[src/rtl/door_interlock_if.sv]
// Signal bundle between the door switches / oven controller and the door interlock.
// Carries the conditioned door status back to the oven FSM.
interface door_interlock_if #(
    parameter int N_SENSORS = 2
);
    logic [N_SENSORS-1:0] sensor_raw;
    logic                 lock_req;
    logic                 fault_clr;
    logic                 door_closed;
    logic                 door_locked;
    logic                 lock_ack;
    logic                 open_evt;
    logic                 fault;
    logic [N_SENSORS-1:0] deb_state;
    logic [2:0]           fsm_state;

    // lock_req is a level held by the oven controller for as long as it wants the
    // door locked; lock_ack pulses for one cycle on entry to LOCKED and door_locked
    // holds while locked. Dropping lock_req releases the lock.
    modport master (
        output sensor_raw, lock_req, fault_clr,
        input  door_closed, door_locked, lock_ack, open_evt, fault, deb_state, fsm_state
    );

    modport slave (
        input  sensor_raw, lock_req, fault_clr,
        output door_closed, door_locked, lock_ack, open_evt, fault, deb_state, fsm_state
    );
endinterface

[src/rtl/door_interlock_ctrl.sv]
// Redundant door switch conditioning (sync, debounce, cross-check) feeding a
// lock/interlock state machine consumed by the oven heating controller.
module door_interlock_ctrl #(
    parameter int N_SENSORS       = 2,
    parameter int DEBOUNCE_CYCLES = 16,
    parameter int DISAGREE_LIMIT  = 32,
    parameter int LOCK_DELAY      = 8
) (
    input logic             clk,
    input logic             reset,
    door_interlock_if.slave bus
);
    localparam int CNT_W = $clog2(DEBOUNCE_CYCLES);
    localparam int DIS_W = $clog2(DISAGREE_LIMIT + 1);
    localparam int TMR_W = (LOCK_DELAY > 1) ? $clog2(LOCK_DELAY) : 1;

    localparam logic [CNT_W-1:0] DEB_LAST = CNT_W'(DEBOUNCE_CYCLES - 1);
    localparam logic [DIS_W-1:0] DIS_MAX  = DIS_W'(DISAGREE_LIMIT);
    localparam logic [DIS_W-1:0] DIS_LAST = DIS_W'(DISAGREE_LIMIT - 1);
    localparam logic [TMR_W-1:0] TMR_LOAD = TMR_W'(LOCK_DELAY - 1);

    typedef enum logic [2:0] {
        ST_OPEN    = 3'd0,
        ST_CLOSED  = 3'd1,
        ST_LOCKING = 3'd2,
        ST_LOCKED  = 3'd3,
        ST_FAULT   = 3'd4
    } state_t;

    logic [N_SENSORS-1:0] sync1;
    logic [N_SENSORS-1:0] sync2;
    logic [N_SENSORS-1:0] deb;
    logic [CNT_W-1:0]     deb_cnt [N_SENSORS];
    logic [DIS_W-1:0]     dis_cnt;

    logic all_closed;
    logic all_open;
    logic mixed;
    logic dis_hit;

    state_t           state;
    state_t           state_nxt;
    logic [TMR_W-1:0] timer;
    logic [TMR_W-1:0] timer_nxt;
    logic             ack_nxt;
    logic             evt_nxt;

    logic closed_q;
    logic locked_q;
    logic ack_q;
    logic evt_q;
    logic fault_q;

    // A channel flips only after DEBOUNCE_CYCLES consecutive samples disagree with it.
    always_ff @(posedge clk) begin
        if (reset) begin
            sync1 <= '0;
            sync2 <= '0;
            deb   <= '0;
            for (int i = 0; i < N_SENSORS; i++) deb_cnt[i] <= '0;
        end else begin
            sync1 <= bus.sensor_raw;
            sync2 <= sync1;
            for (int i = 0; i < N_SENSORS; i++) begin
                if (sync2[i] != deb[i]) begin
                    if (deb_cnt[i] == DEB_LAST) begin
                        deb[i]     <= ~deb[i];
                        deb_cnt[i] <= '0;
                    end else begin
                        deb_cnt[i] <= deb_cnt[i] + CNT_W'(1);
                    end
                end else begin
                    deb_cnt[i] <= '0;
                end
            end
        end
    end

    assign all_closed = &deb;
    assign all_open   = ~|deb;
    assign mixed      = !(all_closed || all_open);
    // Fires on the edge at which the disagreement count reaches the limit.
    assign dis_hit    = mixed && (dis_cnt >= DIS_LAST);

    always_ff @(posedge clk) begin
        if (reset) begin
            dis_cnt <= '0;
        end else if (mixed) begin
            if (dis_cnt != DIS_MAX) dis_cnt <= dis_cnt + DIS_W'(1);
        end else begin
            dis_cnt <= '0;
        end
    end

    always_comb begin
        state_nxt = state;
        timer_nxt = timer;
        ack_nxt   = 1'b0;
        evt_nxt   = 1'b0;
        if (dis_hit) begin
            state_nxt = ST_FAULT;
            evt_nxt   = (state == ST_CLOSED) || (state == ST_LOCKING) || (state == ST_LOCKED);
        end else begin
            case (state)
                ST_OPEN: begin
                    if (all_closed) state_nxt = ST_CLOSED;
                end
                ST_CLOSED: begin
                    if (all_open) begin
                        state_nxt = ST_OPEN;
                        evt_nxt   = 1'b1;
                    end else if (bus.lock_req) begin
                        state_nxt = ST_LOCKING;
                        timer_nxt = TMR_LOAD;
                    end
                end
                ST_LOCKING: begin
                    if (!all_closed) begin
                        state_nxt = ST_OPEN;
                        evt_nxt   = 1'b1;
                    end else if (!bus.lock_req) begin
                        state_nxt = ST_CLOSED;
                    end else if (timer == '0) begin
                        state_nxt = ST_LOCKED;
                        ack_nxt   = 1'b1;
                    end else begin
                        timer_nxt = timer - TMR_W'(1);
                    end
                end
                ST_LOCKED: begin
                    // Any channel opening while locked means tamper or a failed lock.
                    if (!all_closed) begin
                        state_nxt = ST_FAULT;
                        evt_nxt   = 1'b1;
                    end else if (!bus.lock_req) begin
                        state_nxt = ST_CLOSED;
                    end
                end
                ST_FAULT: begin
                    if (bus.fault_clr && all_closed) state_nxt = ST_CLOSED;
                    else if (bus.fault_clr && all_open) state_nxt = ST_OPEN;
                end
                default: state_nxt = ST_OPEN;
            endcase
        end
    end

    always_ff @(posedge clk) begin
        if (reset) begin
            state    <= ST_OPEN;
            timer    <= '0;
            closed_q <= 1'b0;
            locked_q <= 1'b0;
            ack_q    <= 1'b0;
            evt_q    <= 1'b0;
            fault_q  <= 1'b0;
        end else begin
            state    <= state_nxt;
            timer    <= timer_nxt;
            closed_q <= (state_nxt == ST_CLOSED) || (state_nxt == ST_LOCKING) ||
                        (state_nxt == ST_LOCKED);
            locked_q <= (state_nxt == ST_LOCKED);
            ack_q    <= ack_nxt;
            evt_q    <= evt_nxt;
            fault_q  <= (state_nxt == ST_FAULT);
        end
    end

    assign bus.door_closed = closed_q;
    assign bus.door_locked = locked_q;
    assign bus.lock_ack    = ack_q;
    assign bus.open_evt    = evt_q;
    assign bus.fault       = fault_q;
    assign bus.deb_state   = deb;
    assign bus.fsm_state   = state;
endmodule

[src/flat_wrapper.sv]
// flat-port wrapper written by rule: the top's interface ports become plain ports
module door_interlock_ctrl_flat 
#(
    parameter int N_SENSORS       = 2,
    parameter int DEBOUNCE_CYCLES = 16,
    parameter int DISAGREE_LIMIT  = 32,
    parameter int LOCK_DELAY      = 8
)
  (clk, reset, bus_sensor_raw, bus_lock_req, bus_fault_clr, bus_door_closed, bus_door_locked, bus_lock_ack, bus_open_evt, bus_fault, bus_deb_state, bus_fsm_state);
  door_interlock_if #(.N_SENSORS(N_SENSORS)) bus_i ();
  input logic clk;
  input logic reset;
  input wire logic [$bits(bus_i.sensor_raw)-1:0] bus_sensor_raw;
  input wire logic [$bits(bus_i.lock_req)-1:0] bus_lock_req;
  input wire logic [$bits(bus_i.fault_clr)-1:0] bus_fault_clr;
  output wire logic [$bits(bus_i.door_closed)-1:0] bus_door_closed;
  output wire logic [$bits(bus_i.door_locked)-1:0] bus_door_locked;
  output wire logic [$bits(bus_i.lock_ack)-1:0] bus_lock_ack;
  output wire logic [$bits(bus_i.open_evt)-1:0] bus_open_evt;
  output wire logic [$bits(bus_i.fault)-1:0] bus_fault;
  output wire logic [$bits(bus_i.deb_state)-1:0] bus_deb_state;
  output wire logic [$bits(bus_i.fsm_state)-1:0] bus_fsm_state;
  assign bus_i.sensor_raw = bus_sensor_raw;
  assign bus_i.lock_req = bus_lock_req;
  assign bus_i.fault_clr = bus_fault_clr;
  assign bus_door_closed = bus_i.door_closed;
  assign bus_door_locked = bus_i.door_locked;
  assign bus_lock_ack = bus_i.lock_ack;
  assign bus_open_evt = bus_i.open_evt;
  assign bus_fault = bus_i.fault;
  assign bus_deb_state = bus_i.deb_state;
  assign bus_fsm_state = bus_i.fsm_state;
  door_interlock_ctrl #(.N_SENSORS(N_SENSORS), .DEBOUNCE_CYCLES(DEBOUNCE_CYCLES), .DISAGREE_LIMIT(DISAGREE_LIMIT), .LOCK_DELAY(LOCK_DELAY)) u_core (.clk(clk), .reset(reset), .bus(bus_i));
endmodule
[config.mk]
export PLATFORM = sky130hd
export DESIGN_NAME = door_interlock_ctrl_flat
export DESIGN_NICKNAME = d
export VERILOG_FILES = /design/src/rtl/door_interlock_if.sv /design/src/rtl/door_interlock_ctrl.sv /design/src/flat_wrapper.sv
export SDC_FILE = /design/constraint.sdc
export NUM_CORES = 1
export LEC_CHECK = 0
export BUFFER_PORTS_ARGS = -buffer_cell sky130_fd_sc_hd__buf_2
export CORE_ASPECT_RATIO = 0.9
export CORE_UTILIZATION = 45
export CTS_BUF_LIST = sky130_fd_sc_hd__clkbuf_4
export CTS_CLUSTER_DIAMETER = 40
export DETAILED_ROUTE_END_ITERATION = 8
export PLACE_DENSITY = 0.71
export SLEW_MARGIN = 20
export SYNTH_ARGS = -nofsm -noshare
export SYNTH_HDL_FRONTEND = slang
export SYNTH_SLANG_ARGS = --single-unit
[constraint.sdc]
create_clock -name clk -period 4.67 [get_ports clk]
set_input_delay 0.2335 -clock clk [delete_from_list [all_inputs] [get_ports clk]]
set_output_delay 0.2335 -clock clk [all_outputs]
set_load 0.01 [all_outputs]
Yosys cells after proc, flatten, opt, wreduce, memory -nomap -nowiden
Memories as Yosys holds them, arrays and structs flattened.
Index checks and enable logic that the tools add are counted.
{"block": "classes", "add_sub_neg": 4, "order_cmp": 1, "n_eq_ne": 18, "n_mux": 53, "n_bitwise": 12, "n_reduce_logical": 21}
{"op": "2-to-1 mux 3 bit", "count": 16}
{"op": "2-to-1 mux 1 bit", "count": 28}
{"op": "2-to-1 mux 4 bit", "count": 6}
{"op": "case mux 3 bit (5 select lines)", "count": 1}
{"op": "== test 3 x 2 -> 1 bit, second input constant", "count": 4}
{"op": "adder 4 x 1 -> 4 bit, second input constant", "count": 2}
{"op": "== test 4 bit, second input constant", "count": 2}
{"op": "AND reduction 7 bit", "count": 1}
{"op": "adder 6 x 1 -> 6 bit, second input constant", "count": 1}
{"op": "== test 3 x 1 -> 1 bit, second input constant", "count": 2}
{"op": "== test 3 bit, second input constant", "count": 2}
{"op": "greater-or-equal comparator 6 x 5 -> 1 bit, second input constant", "count": 1}
{"op": "zero test 3 bit", "count": 2}
{"op": "inequality test 2 bit, second input constant", "count": 3}
{"op": "inequality test 6 bit, second input constant", "count": 1}
{"op": "NOT 1 bit", "count": 6}
{"op": "OR 1 bit", "count": 6}
{"op": "case mux 3 bit (2 select lines)", "count": 1}
{"op": "AND reduction 2 bit", "count": 3}
{"op": "OR reduction 2 bit", "count": 3}
{"op": "logical OR 1 bit", "count": 5}
{"op": "OR reduction 5 bit", "count": 1}
{"op": "inequality test 2 x 1 -> 1 bit, second input constant", "count": 2}
{"op": "logical AND 1 bit", "count": 3}
{"op": "5 further kinds", "count": 7}
{"block": "totals", "ff_bits": 23, "mem_bits_rw": 8, "memories": 1}
{"name": "u_core.deb_cnt", "depth": 2, "word_bits": 4, "read_ports": 2, "rd_ports_with_merged_regs": 0, "wr": 2, "line_no": "door_interlock_ctrl.sv:33", "text": "logic [CNT_W-1:0] deb_cnt [N_SENSORS];"}

Logic depth before layout (Yosys ltp)
Gate-level depths: netlist of run 1.
{"block": "logic_depth", "depth_word": 10, "ltp_mapped": 7, "mapped_depth_nobuf": 7}

Least setup slack after synthesis of run 1
OpenSTA, ideal clock, no wires.
{"block": "synth_timing", "path_type": "register to register", "startpoint": "reg u_core.deb[1] (netlist: u_core.bus.deb_state[1])", "endpoint": "reg u_core.timer[1]", "setup_time_ns": 0.139, "arrival_ns": 1.549, "t_required_ns": 4.531, "slack_ns": 2.981, "path_stages_with_launch": 6, "path_buffers": 0, "synth_period_minus_slack_ns": 1.689, "cell_sequence": "dfxtp_1 > ha_1 > inv_1 > or4_1 > nor3b_2 > a221oi_1"}
{"block": "synth_between", "elab_chain_cells": 7, "elab_cells_between_ends": 10, "classes_between": "2 x eq/ne; 1 x bitwise; 7 x reduce/logical"}
{"item": "from (decl)", "line_no": "door_interlock_ctrl.sv:32", "text": "logic [N_SENSORS-1:0] deb;"}
{"item": "from (signal, indexed assignment)", "line_no": "door_interlock_ctrl.sv:67", "text": "deb[i] <= ~deb[i];"}
{"item": "OR reduction 2 bit", "line_no": "door_interlock_ctrl.sv:80", "text": "assign all_open = ~|deb;"}
{"item": "zero test 1 bit", "line_no": "door_interlock_ctrl.sv:80"}
{"item": "logical OR 1 bit", "line_no": "door_interlock_ctrl.sv:81", "text": "assign mixed = !(all_closed || all_open);"}
{"item": "zero test 1 bit", "line_no": "door_interlock_ctrl.sv:81"}
{"item": "logical AND 1 bit", "line_no": "door_interlock_ctrl.sv:83", "text": "assign dis_hit = mixed && (dis_cnt >= DIS_LAST);"}
{"item": "NOT 1 bit (no line)"}
{"item": "AND reduction 7 bit (no line) *"}
{"item": "to (signal assigned)", "line_no": "door_interlock_ctrl.sv:159", "text": "timer <= timer_nxt;"}
{"item": "to (decl)", "line_no": "door_interlock_ctrl.sv:43", "text": "logic [TMR_W-1:0] timer;"}
Mark *: on every way between the ends. The rest lies on a longest branch, timed or not.
A chain may end at the register's enable or synchronous reset.

Worst setup path after layout of run 1
Same ends and word-level chain as after synthesis.

==> results.md, run 1 <==
- CTS buffer count: 5
- Peak Freq: 557.8 MHz
- Initial antenna violation count: 0
- Hold Path Cell Cnt: 2
- H-tree Lvls: 2
- RSZ-0062 raised after global routing: false
- GRT Total Usage: 16.26%
- Startpoint type of the worst setup path: flip-flop
- WL final: 2365 µm
- Worst slew pin tran: 0.6390 ns
- Setup CP Type: flip-flop to flip-flop
- Synthesized area: 1404 µm²
- Status: completed
- Clk_lat worst skew: 0.32 ns
- Share of the yosys chip area belonging to registers: 49.91%
- Maximum fanout along the worst path: 5
- Mean Syn Cell Area: 9.886 µm²
- Cells after Synth: 142
- Leakage: 0.6454 nW
- WL per Instance: 11.32 µm
- Filler cell count: 267
- CTS tree: yes
- Routed via count: 1065
- HPWL after DPL: 1789 µm
- Peak supply drop: 0.1352 mV
- Clk slew on worst S/H paths: 0.09 ns
- Area of the multi-input gates: 669.4 µm²
- Largest net degree at the start of global routing: 20
- Netlist cell types: 37
- Clk sinks: 31
- Endpoints failing setup: 0
- Final setup TNS: 0 ns
- IO Pins: 16
- Synth warn: 0
- Vias per std cell: 5.096
- Hold Path Class: input pin to flip-flop
- Drt pass-1 iters: 4
- Fin nets: 182
- Post-cts sizing count: 0
- Hold buffer count at cts: 0
- Worst EP required: 4.87 ns
- Power Dens Cells: 282.0 nW/µm²
- Number of synthesized flops with an enable pin: 8
- Fin. max-slew vios: 0
- Number of I/O port buffers: 15
- Min cycle time layout: 1.793 ns
- P&R area growth vs syn: 13.81%
- Die Y: 54.99 µm
- PnR worst setup slack: 2.877 ns
- Commonest cells post-synth: 23 x dfxtp_1, 20 x nor2_1, 12 x inv_1
- Rows: 18
- Share of cells above drive strength 1: 14.79%
- Register bit count reported by yosys: 31
- Fin. Hold Viols: 0
- Yosys top cell by area: dfxtp_1
- Primary FF master, synth: dfxtp_1
- Top-count cell post-synth: dfxtp_1
- Crit. End Element: flip-flop
- ANT cells: 0
- Number of max-cap violations: 0
- Core area: 2860 µm²
- Final ANT Viol Nets: 0
- FF/Latch Area: 700.7 µm²
- Total grt overflow: 0
- CTS Root Cell: clkbuf_4
- Total die area: 3348 µm²
- Top-area cell type share of the netlist area: 32.80%
- Die Span X: 60.88 µm
- Total setup buffers inserted after CTS: 0
- Async set or reset register ratio after synthesis: 0%
- Dpl ws: 2.903 ns
- Worst Path Arrival: 1.99 ns
- Maximum clock path buffer count: 2
- Starting Density: 49.08%
- RD Place Congestion: 0.9246
- Fin crit share: 38.39%
- Final Skew: 0.001549 ns
- DRT iter0 DRCs: 74
- DRC viols: 0
- First-pass GRT wire length: 3801 µm
- Vias in the first global route: 971
- Rel. slew slack: 57.00%
- Ranking of synthesized cells by area: dfxtp_1 33%, edfxtp_1 17%, ha_1 7.1%
- R2R depth: 5
worst max-delay path, stage by stage, from the launching register on:
cell and delay, ns:
dfxtp_1 0.39, ha_1 0.24, inv_1 0.10, or4_1 0.58, nor3b_2 0.25, a221oi_1 0.11
state kept, by name, summed over array words and instances (netlist names):
signal	count
u_core.bus.open_evt	1
u_core.deb_cnt	8
u_core.bus.door_closed	1
u_core.sync2	2
u_core.dis_cnt	6
u_core.bus.door_locked	1
u_core.bus.lock_ack	1
u_core.timer	3
u_core.bus.deb_state	2
u_core.sync1	2
u_core.bus.fault	1
u_core.bus.fsm_state	3
cells by family (layout without fill, tap and decap cells):
family                     after synthesis  after routing  share of synthesized area [%]
AOI/OAI and AO/OA                       19             19                          9.270
xor gates and xnor gates                11             11                          6.863
adders and majority gates                8              8                          7.130
buffers and inverters                   15             35                          4.278
DFF                                     31             31                          49.91
muxes                                    1              1                         0.7130
other                                    1              8                         0.2671
and+or+nand+nor                         56             56                          21.57
stage by stage:
step / cell area [µm²] / std cells / hold WS (ns) / power (mW) / utilization [%]
floorplan: 1430 / 149 / 0.3617 / 0.2982 / -
global placement: 1540 / 201 / 0.4219 / 0.3019 / 53.85
detailed placement: 1540 / 201 / 0.4204 / 0.3027 / 53.85
CTS: 1598 / 209 / 0.09867 / 0.4565 / 55.86
global route: 1598 / 209 / 0.1023 / 0.4700 / 55.86
finish: 1598 / 209 / 0.1111 / 0.4505 / 55.86
final timing paths:
| check | start | to | slack [ns] |
|---|---|---|---|
| min | bus_sensor_raw[1] | u_core.sync1[1] | 0.11 |
| max | u_core.bus.deb_state[1] | u_core.timer[1] | 2.88 |
| max reg2reg | u_core.bus.deb_state[1] | u_core.timer[1] | 2.88 |
| min reg2reg | u_core.sync1[1] | u_core.sync2[1] | 0.44 |
layout make-up:
class | instances | area share [%]
clock buffer | 7 | 3.289
clock inverter | 1 | 0.3132
inverter | 12 | 2.819
multi-input combinational | 103 | 41.90
sequential | 31 | 43.85
tap | 40 | 3.132
timing repair buffer | 15 | 4.699
cells in the final DEF (no fill, tap or decap), drive strengths merged, types with 3 or more instances in the layout:
cell    instances
a21oi           6
and3            3
nor2           20
edfxtp          8
nor2b           5
nand3           6
dfxtp          23
xor2            5
buf            15
inv            12
ha              8
nand2           3
clkbuf          7
o21ai           4
conb            8
nor3            3
nand2b          3
xnor2           6
power by group:
part | switching, mW | internal, mW
logic | 0.00789 | 0.00609
clock network | 0.0838 | 0.0701
registers | 0.00292 | 0.280
total | 0.0946 | 0.356
routing by layer:
layer  vias up  track usage (%)  share of wire [%]
met5         -                0                  0
li1        533                -                  -
met4         0            10.61                2.2
met1       489            18.22                 46
met2        35            25.46                 45
met3         8            6.977                6.3
Note: power is estimated with default switching activity, not from simulation.
==> inputs of run 2 (changes only) <==
--- a/config.mk
+++ b/config.mk
@@ -5,13 +5,14 @@
 export SDC_FILE = /design/constraint.sdc
 export NUM_CORES = 1
 export LEC_CHECK = 0
+export ABC_AREA = 1
 export BUFFER_PORTS_ARGS = -buffer_cell sky130_fd_sc_hd__buf_2
 export CORE_ASPECT_RATIO = 0.9
 export CORE_UTILIZATION = 45
 export CTS_BUF_LIST = sky130_fd_sc_hd__clkbuf_4
 export CTS_CLUSTER_DIAMETER = 40
 export DETAILED_ROUTE_END_ITERATION = 8
-export PLACE_DENSITY = 0.71
+export PLACE_DENSITY = 0.73
 export SLEW_MARGIN = 20
 export SYNTH_ARGS = -nofsm -noshare
 export SYNTH_HDL_FRONTEND = slang
==> constraint.sdc (replaced) <==
create_clock -name clk -period 1.5 [get_ports clk]
set_input_delay 0.075 -clock clk [delete_from_list [all_inputs] [get_ports clk]]
set_output_delay 0.075 -clock clk [all_outputs]
set_load 0.01 [all_outputs]
==> run 2 against run 1 <==
Clock-buffer cell count unchanged. Critical path type unchanged. Total power grew to 3.2 times the previous value. Clock skew is essentially flat. Non-clock buffer count is 7 higher. Setup slack got worse by 2.8 ns. Via count increased by 15%. Synthesized cell count increased by 27%. Final cell count increased by 23%. Global-route usage rose by 1.6 points.
==> results.md, run 2 <==
- Status: completed
- First-pass GRT wire length: 4899 µm (+29%)
- Crit path cell chain: inv_1 > ha_2 > ha_4 > inv_2 > nand2_1 > nand3_2 > nand3_4 > nor2_4 > nand2_1 > nand2_1 > nor2_1
- CTS tree: yes
- Most frequent cells in the layout: 27 x inv_1, 25 x nand2_1, 24 x nor2_1, 20 x dfxtp_1, 15 x buf_2
- Clk slew on worst S/H paths: 0.10 ns (about the same)
- Primary FF master, synth: dfxtp_1
- Number of synthesized flops with an enable pin: 8 (unchanged)
- RD Place Congestion: 0.8577 (-7.2%)
- Total die area: 3526 µm² (+5.3%)
- Peak Freq: 709.0 MHz (+27%)
- Commonest non-fill, non-tap cell in the layout: inv_1
- Total setup buffers inserted after CTS: 0 (unchanged)
- Async set or reset register ratio after synthesis: 0% (unchanged)
- DRT iter0 DRCs: 108 (+46%)
- RSZ-0062 raised after global routing: false
- Clk_lat worst skew: 0.32 ns (about the same)
- WL final: 2743 µm (+16%)
- Cells after Synth: 180 (+27%)
- Register bit count reported by yosys: 31 (unchanged)
- Reg with most FFs: u_core.deb_cnt
- Synth warn: 0 (unchanged)
- Clk sinks: 31 (unchanged)
- CP max stage cell: dfxtp_2
- Number of max-cap violations: 0 (unchanged)
- Fin. Hold Viols: 0 (unchanged)
- CP delay by family, top: simple AND/OR/NAND/NOR gates
- Total grt overflow: 0 (unchanged)
- Endpoints failing setup: 0 (unchanged)
- Maximum clock path buffer count: 2 (unchanged)
- Largest register FFs: 8 (unchanged)
- Vias in the first global route: 1168 (+20%)
- DRC viols: 0 (unchanged)
- Starting Density: 47.94% (-1.1 points)
- Final Skew: 0.001557 ns (+0.000008270 ns)
- HPWL after DPL: 1917 µm (+7.2%)
- Power Dens Cells: 808.1 nW/µm² (+190%)
- Drt pass-1 iters: 4 (unchanged)
- Slowest cell delay on critical path: 0.34 ns (-0.24 ns)
- Non-Filler Instances: 258 (+23%)
- Synthesized area: 1481 µm² (+5.5%)
- Hold_ws: 0.09690 ns (-0.01422 ns)
- H-tree Lvls: 2 (unchanged)
- IO Pins: 16 (unchanged)
- Dpl ws: -0.02655 ns (-2.929 ns)
- Final setup TNS: 0 ns (unchanged)
- Fin. max-slew vios: 0 (unchanged)
- GRT Total Usage: 17.82% (+1.6 points)
- Share of the yosys chip area belonging to registers: 47.30% (-2.6 points)
- P&R area growth vs syn: 20.69%
- Worst Path Arrival: 1.64 ns (-0.35 ns)
- Largest registers: u_core.deb_cnt (8), u_core.dis_cnt (6)
- Startpoint type of the worst setup path: flip-flop
- Setup CP Type: flip-flop to flip-flop
- Fin nets: 229 (+26%)
- Final ANT Viol Nets: 0 (unchanged)
- CTS buffer count: 5 (unchanged)
- Rows: 19 (+1)
- WL per Instance: 10.63 µm (-6.0%)
- Number of I/O port buffers: 15 (unchanged)
- Final instance area: 1788 µm² (+12%)
- Crit path buf inv count: 2 (+1)
- Peak supply drop: 0.6139 mV (+350%)
- Ranking of synthesized cells by area: dfxtp_1 31%, edfxtp_1 16%, inv_1 7.1%
- Fin crit share: 94.03% (+56 points)
- Netlist cell types: 30 (-19%)
- Hold Path Cell Cnt: 4 (+2)
- Yosys top cell by area: dfxtp_1
- Die Span X: 62.48 µm (+2.6%)
- Vias per std cell: 4.744 (-6.9%)
- CTS Root Cell: clkbuf_4
- Min cycle time layout: 1.410 ns (-0.3825 ns)
- PnR worst setup slack: 0.08961 ns (-2.787 ns)
- Mean Syn Cell Area: 8.230 µm² (-17%)
- Hold Path Class: input pin to flip-flop
- Top-count cell post-synth: inv_1
- R2R depth: 11 (+6)
- Commonest cells post-synth: 28 x inv_1, 25 x nand2_1, 25 x nor2_1
- Maximum fanout along the worst path: 4 (-1)
- Largest net degree at the start of global routing: 15 (-25%)
- Worst EP required: 1.73 ns (-3.14 ns)
- Leakage: 0.7782 nW (+21%)
- Routed via count: 1224 (+15%)
- Share of cells above drive strength 1: 23.15% (+8.4 points)
- Top-area cell type share of the netlist area: 31.08% (-1.7 points)
- Initial antenna violation count: 0 (unchanged)
- Die Y: 56.43 µm (+2.6%)
- ANT cells: 0 (unchanged)
- Crit. End Element: flip-flop
- Crit path depth: 11 (+6)
- Top cell by count, worst path: nand2_1
- DP Area: 1669 µm² (+8.4%)
- Placed insts: 248 (+23%)
- Core area: 3090 µm² (+8.0%)
==> run 2: cell count changes after synthesis, moves of 5 or more <==
cell / change
a21oi_1: +7
inv_1: +16
nand2_1: +22
nor2_1: +5
nor2b_1: -5
o21ai_0: +5
xnor2_1: -5
==> run 2: per-stage QoR <==
step | power, mW | utilization [%]
final | 1.445 | 57.85
after floorplan | 0.9316 | -
after CTS | 1.451 | 56.72
after global placement | 0.9525 | 54.01
after detailed placement | 0.9531 | 54.01
after global routing | 1.506 | 57.85
==> run 2: where the power goes <==
group | switching [mW] | internal, mW
sequential | 0.00965 | 0.872
combinational | 0.0341 | 0.0234
clock | 0.287 | 0.219
==> run 2: what timing repair did <==
action                                 4_1_cts  5_1_grt
hold buffers                                 2        0
setup endpoints to repair                    4       10
cloned                                       0        0
pin swaps                                    1        4
endpoints found under the hold margin        2        0
resized for setup                            3       10
==> run 2: cells by family after synthesis <==
kind of cell | share of synthesized area, %
buffers and inverters | 7.855
AOI/OAI and AO/OA | 9.291
xor gates and xnor gates | 2.365
DFF | 47.30
adders and majority gates | 6.757
other | 0.2531
and+or+nand+nor | 26.18
==> run 2: worst reg2reg max path: stages (launching register included) <==
cell and delay (ns):
dfxtp_2 0.34, inv_1 0.04, ha_2 0.19, ha_4 0.16, inv_2 0.05, nand2_1 0.05, nand3_2 0.09, nand3_4 0.08
nor2_4 0.14, nand2_1 0.07, nand2_1 0.06, nor2_1 0.04
==> run 2: area by class of cell <==
type / instances / area [µm²]
clock buffer: 7 / 52.55
clock inverter: 1 / 5.005
fill: 287 / 1303
inverter: 30 / 112.6
multi-input combinational: 125 / 728.2
sequential: 31 / 704.4
tap: 42 / 52.55
timing repair buffer: 22 / 132.6
==> run 2: path summary, 6_finish.rpt <==
path	start	end	slack [ns]
worst max register to register	u_core.timer[0]	u_core.timer[1]	0.09
worst max-delay path	u_core.timer[0]	u_core.timer[1]	0.09
worst min register to register	u_core.sync1[0]	u_core.sync2[0]	0.41
worst min-delay path	reset	u_core.timer[1]	0.1
==> run 2: metal layers <==
metal	GRT usage [%]	share of wire, %	vias up
met2	26.55	42	37
met5	0	0	-
met1	23.37	50	537
met3	6.911	6.1	4
li1	-	-	646
met4	6.312	1.2	0
==> inputs of run 3 (changes only) <==
--- a/config.mk
+++ b/config.mk
@@ -8,6 +8,7 @@
 export ABC_AREA = 1
 export BUFFER_PORTS_ARGS = -buffer_cell sky130_fd_sc_hd__buf_2
 export CORE_ASPECT_RATIO = 0.9
+export CORE_MARGIN = 2
 export CORE_UTILIZATION = 45
 export CTS_BUF_LIST = sky130_fd_sc_hd__clkbuf_4
 export CTS_CLUSTER_DIAMETER = 40
==> run 3 against run 2 <==
Cell area fell by 0.70%. Register-to-register slack hardly changed. Clock-buffer cell count fell by 1. Core utilization down 0.40 points. Hold slack worse by 0.0048 ns. Combinational power down 0.7%. Final cell count unchanged. Clock power fell by 8.9%. First-iteration DRC count is 44% lower. Via count is 1.4% higher. Die area is 6.9% higher. Total power is 3.3% lower. Critical path type unchanged.
==> results.md, run 3 (synthesized netlist as in run 2, its figures left out) <==
- RSZ-0062 raised after global routing: false
- Fin. max-slew vios: 0 (unchanged)
- Min-delay src: reset
- Worst Path Arrival: 1.64 ns (about the same)
- Commonest non-fill, non-tap cell in the layout: inv_1
- Filler cell count: 274 (-4.5%)
- Worst reg2reg endpoint: u_core.bus.door_closed
- RD Place Congestion: 0.8869 (+3.4%)
- Reg with most FFs: u_core.deb_cnt
- ANT cells: 0 (unchanged)
- DRC viols: 0 (unchanged)
- Largest registers: u_core.deb_cnt (8), u_core.dis_cnt (6)
- Vias in the first global route: 1070 (-8.4%)
- Final Skew: 0.01062 ns (+0.009061 ns)
- Worst EP required: 1.72 ns (about the same)
- Die Y: 58.43 µm (+3.5%)
- Peak Freq: 703.6 MHz (-0.76%)
- WHS Endpoint: u_core.timer[1]
- Maximum fanout along the worst path: 3 (-1)
- Crit path cell chain: inv_1 > ha_2 > ha_4 > o21ai_0 > nand3_1 > nand2_1 > inv_1 > nand3_1 > a21oi_1
- H-tree Lvls: 2 (unchanged)
- Final ANT Viol Nets: 0 (unchanged)
- CP max stage cell: dfxtp_2
- CTS Root Cell: clkbuf_4
- Routed via count: 1241 (+1.4%)
- Total die area: 3768 µm² (+6.9%)
- HPWL after DPL: 1854 µm (-3.3%)
- Fin crit share: 94.75% (+0.72 points)
- P&R area growth vs syn: 19.85%
- WL final: 2672 µm (-2.6%)
- Number of I/O port buffers: 15 (unchanged)
- Largest net degree at the start of global routing: 15 (unchanged)
- Drt pass-1 iters: 4 (unchanged)
- Rows: 19 (unchanged)
- IO Pins: 16 (unchanged)
- DR top layer: met4
- Initial antenna violation count: 0 (unchanged)
- Number of max-cap violations: 0 (unchanged)
- DRT iter0 DRCs: 60 (-44%)
- R2r startpoint: u_core.timer[1]
- Die Span X: 64.48 µm (+3.2%)
- Starting Density: 47.94% (unchanged)
- CTS tree: yes
- Endpoints failing setup: 0 (unchanged)
- M1 wire length: 1312 µm (-5.1%)
- R2R depth: 9 (-2)
- Total grt overflow: 0 (unchanged)
- Status: completed
- Startpoint type of the worst setup path: flip-flop
- Hold Path Class: input pin to flip-flop
- R2R setup slack: 0.08 ns (about the same)
- Power Dens Cells: 787.1 nW/µm² (-2.6%)
- Final setup TNS: 0 ns (unchanged)
- Min cycle time layout: 1.421 ns (+0.01081 ns)
- Share of cells above drive strength 1: 22.69% (-0.46 points)
- Clk sinks: 31 (unchanged)
- Clk slew on worst S/H paths: 0.09 ns (about the same)
- Setup CP Type: flip-flop to flip-flop
- GRT Total Usage: 15.81% (-2.0 points)
- Slowest cell delay on critical path: 0.33 ns (about the same)
- Largest register FFs: 8 (unchanged)
- Crit. End Element: flip-flop
- DR WL met3: 144 µm (-14%)
- Fin. Hold Viols: 0 (unchanged)
- Maximum clock path buffer count: 2 (unchanged)
- Crit path buf inv count: 2 (unchanged)
- Fin nets: 229 (unchanged)
- DR WL met2: 1140 µm (-1.7%)
- CTS buffer count: 5 (unchanged)
- Most frequent cells in the layout: 27 x inv_1, 25 x nand2_1, 24 x nor2_1, 19 x dfxtp_1, 15 x buf_2
- Total power draw: 1.397 mW (-3.3%)
- Vias per std cell: 4.810 (+1.4%)
- Peak supply drop: 0.5172 mV (-16%)
- First-pass GRT wire length: 4436 µm (-9.5%)
- CP delay by family, top: adder cells
- Core area: 3090 µm² (unchanged)
- Hold Path Cell Cnt: 4 (unchanged)
- Leakage: 0.7747 nW (-0.45%)
- Clk_lat worst skew: 0.33 ns (about the same)
- WL per Instance: 10.36 µm (-2.6%)
==> run 3: cell types whose count changed in the layout (fill, tap and decap cells not counted) <==
cell / change
clkbuf_4: -1
clkinv_1: +1
dfxtp_1: -1
dfxtp_4: +1
nor4_2: +1
nor4_4: -1
o21ai_0: +1
o21ai_2: -1
==> run 3: how the worst max path moves through the flow <==
stage / endpoint / slack (ns) / from / cells after the start
2_1_floorplan: u_core.timer[1] / 0.08 / u_core.timer[0] / 11
3_3_place_gp: u_core.timer[1] / 0.03 / u_core.timer[0] / 11
3_5_place_dp: u_core.timer[2] / -0.02 / u_core.timer[0] / 11
4_1_cts: u_core.timer[2] / 0.002 / u_core.timer[0] / 11
5_1_grt: u_core.timer[0] / 0.004 / u_core.timer[1] / 10
6_report: u_core.bus.door_closed / 0.08 / u_core.timer[1] / 9
==> run 3: what timing repair did <==
action                                 in CTS  in global routing
pin swaps                                   0                  7
setup endpoints to repair                   3                  8
buffers inserted                            0                  1
resized for setup                           1                 11
endpoints found under the hold margin       2                  0
hold buffers                                2                  0
==> run 3: worst min-delay path: cells and delay by family <==
kind | cells | cell delay [ns]
buffers and inverters | 2 | 0.20
and+or+nand+nor | 2 | 0.12
==> run 3: layout make-up <==
class / count / area, µm² / share of cell area (%)
Clock buffer: 6 / 45.04 / 2.537
Multi-Input combinational cell: 125 / 715.7 / 40.31
Timing Repair Buffer: 22 / 132.6 / 7.470
Sequential cell: 31 / 708.2 / 39.89
Tap cell: 42 / 52.55 / 2.960
Inverter: 30 / 112.6 / 6.343
Clock inverter: 2 / 8.758 / 0.4933
==> run 3: power breakdown <==
part	switching [mW]	internal [mW]	total (mW)
logic	0.0338	0.0233	0.0571
clock network	0.267	0.194	0.460
registers	0.00944	0.870	0.880
total	0.310	1.09	1.40
==> run 3: metal layers <==
layer  up-vias  global-route usage [%]
li1        645                       -
met1       552                   19.76
met2        35                   23.51
met3         9                   4.780
met4         0                   11.25
met5         -                       0
==> run 3: through the flow <==
step,utilization (%),worst slack (ns),hold slack (ns),cells,area (µm²)
6_report,57.45,0.07881,0.09213,258,1775
5_1_grt,57.45,0.004083,0.1145,258,1775
4_1_cts,56.32,0.001580,0.08555,257,1740
3_5_place_dp,53.77,-0.01527,0.2801,247,1662
3_3_place_gp,53.77,0.03410,0.2769,247,1662
2_1_floorplan,-,0.08022,0.1535,187,1508
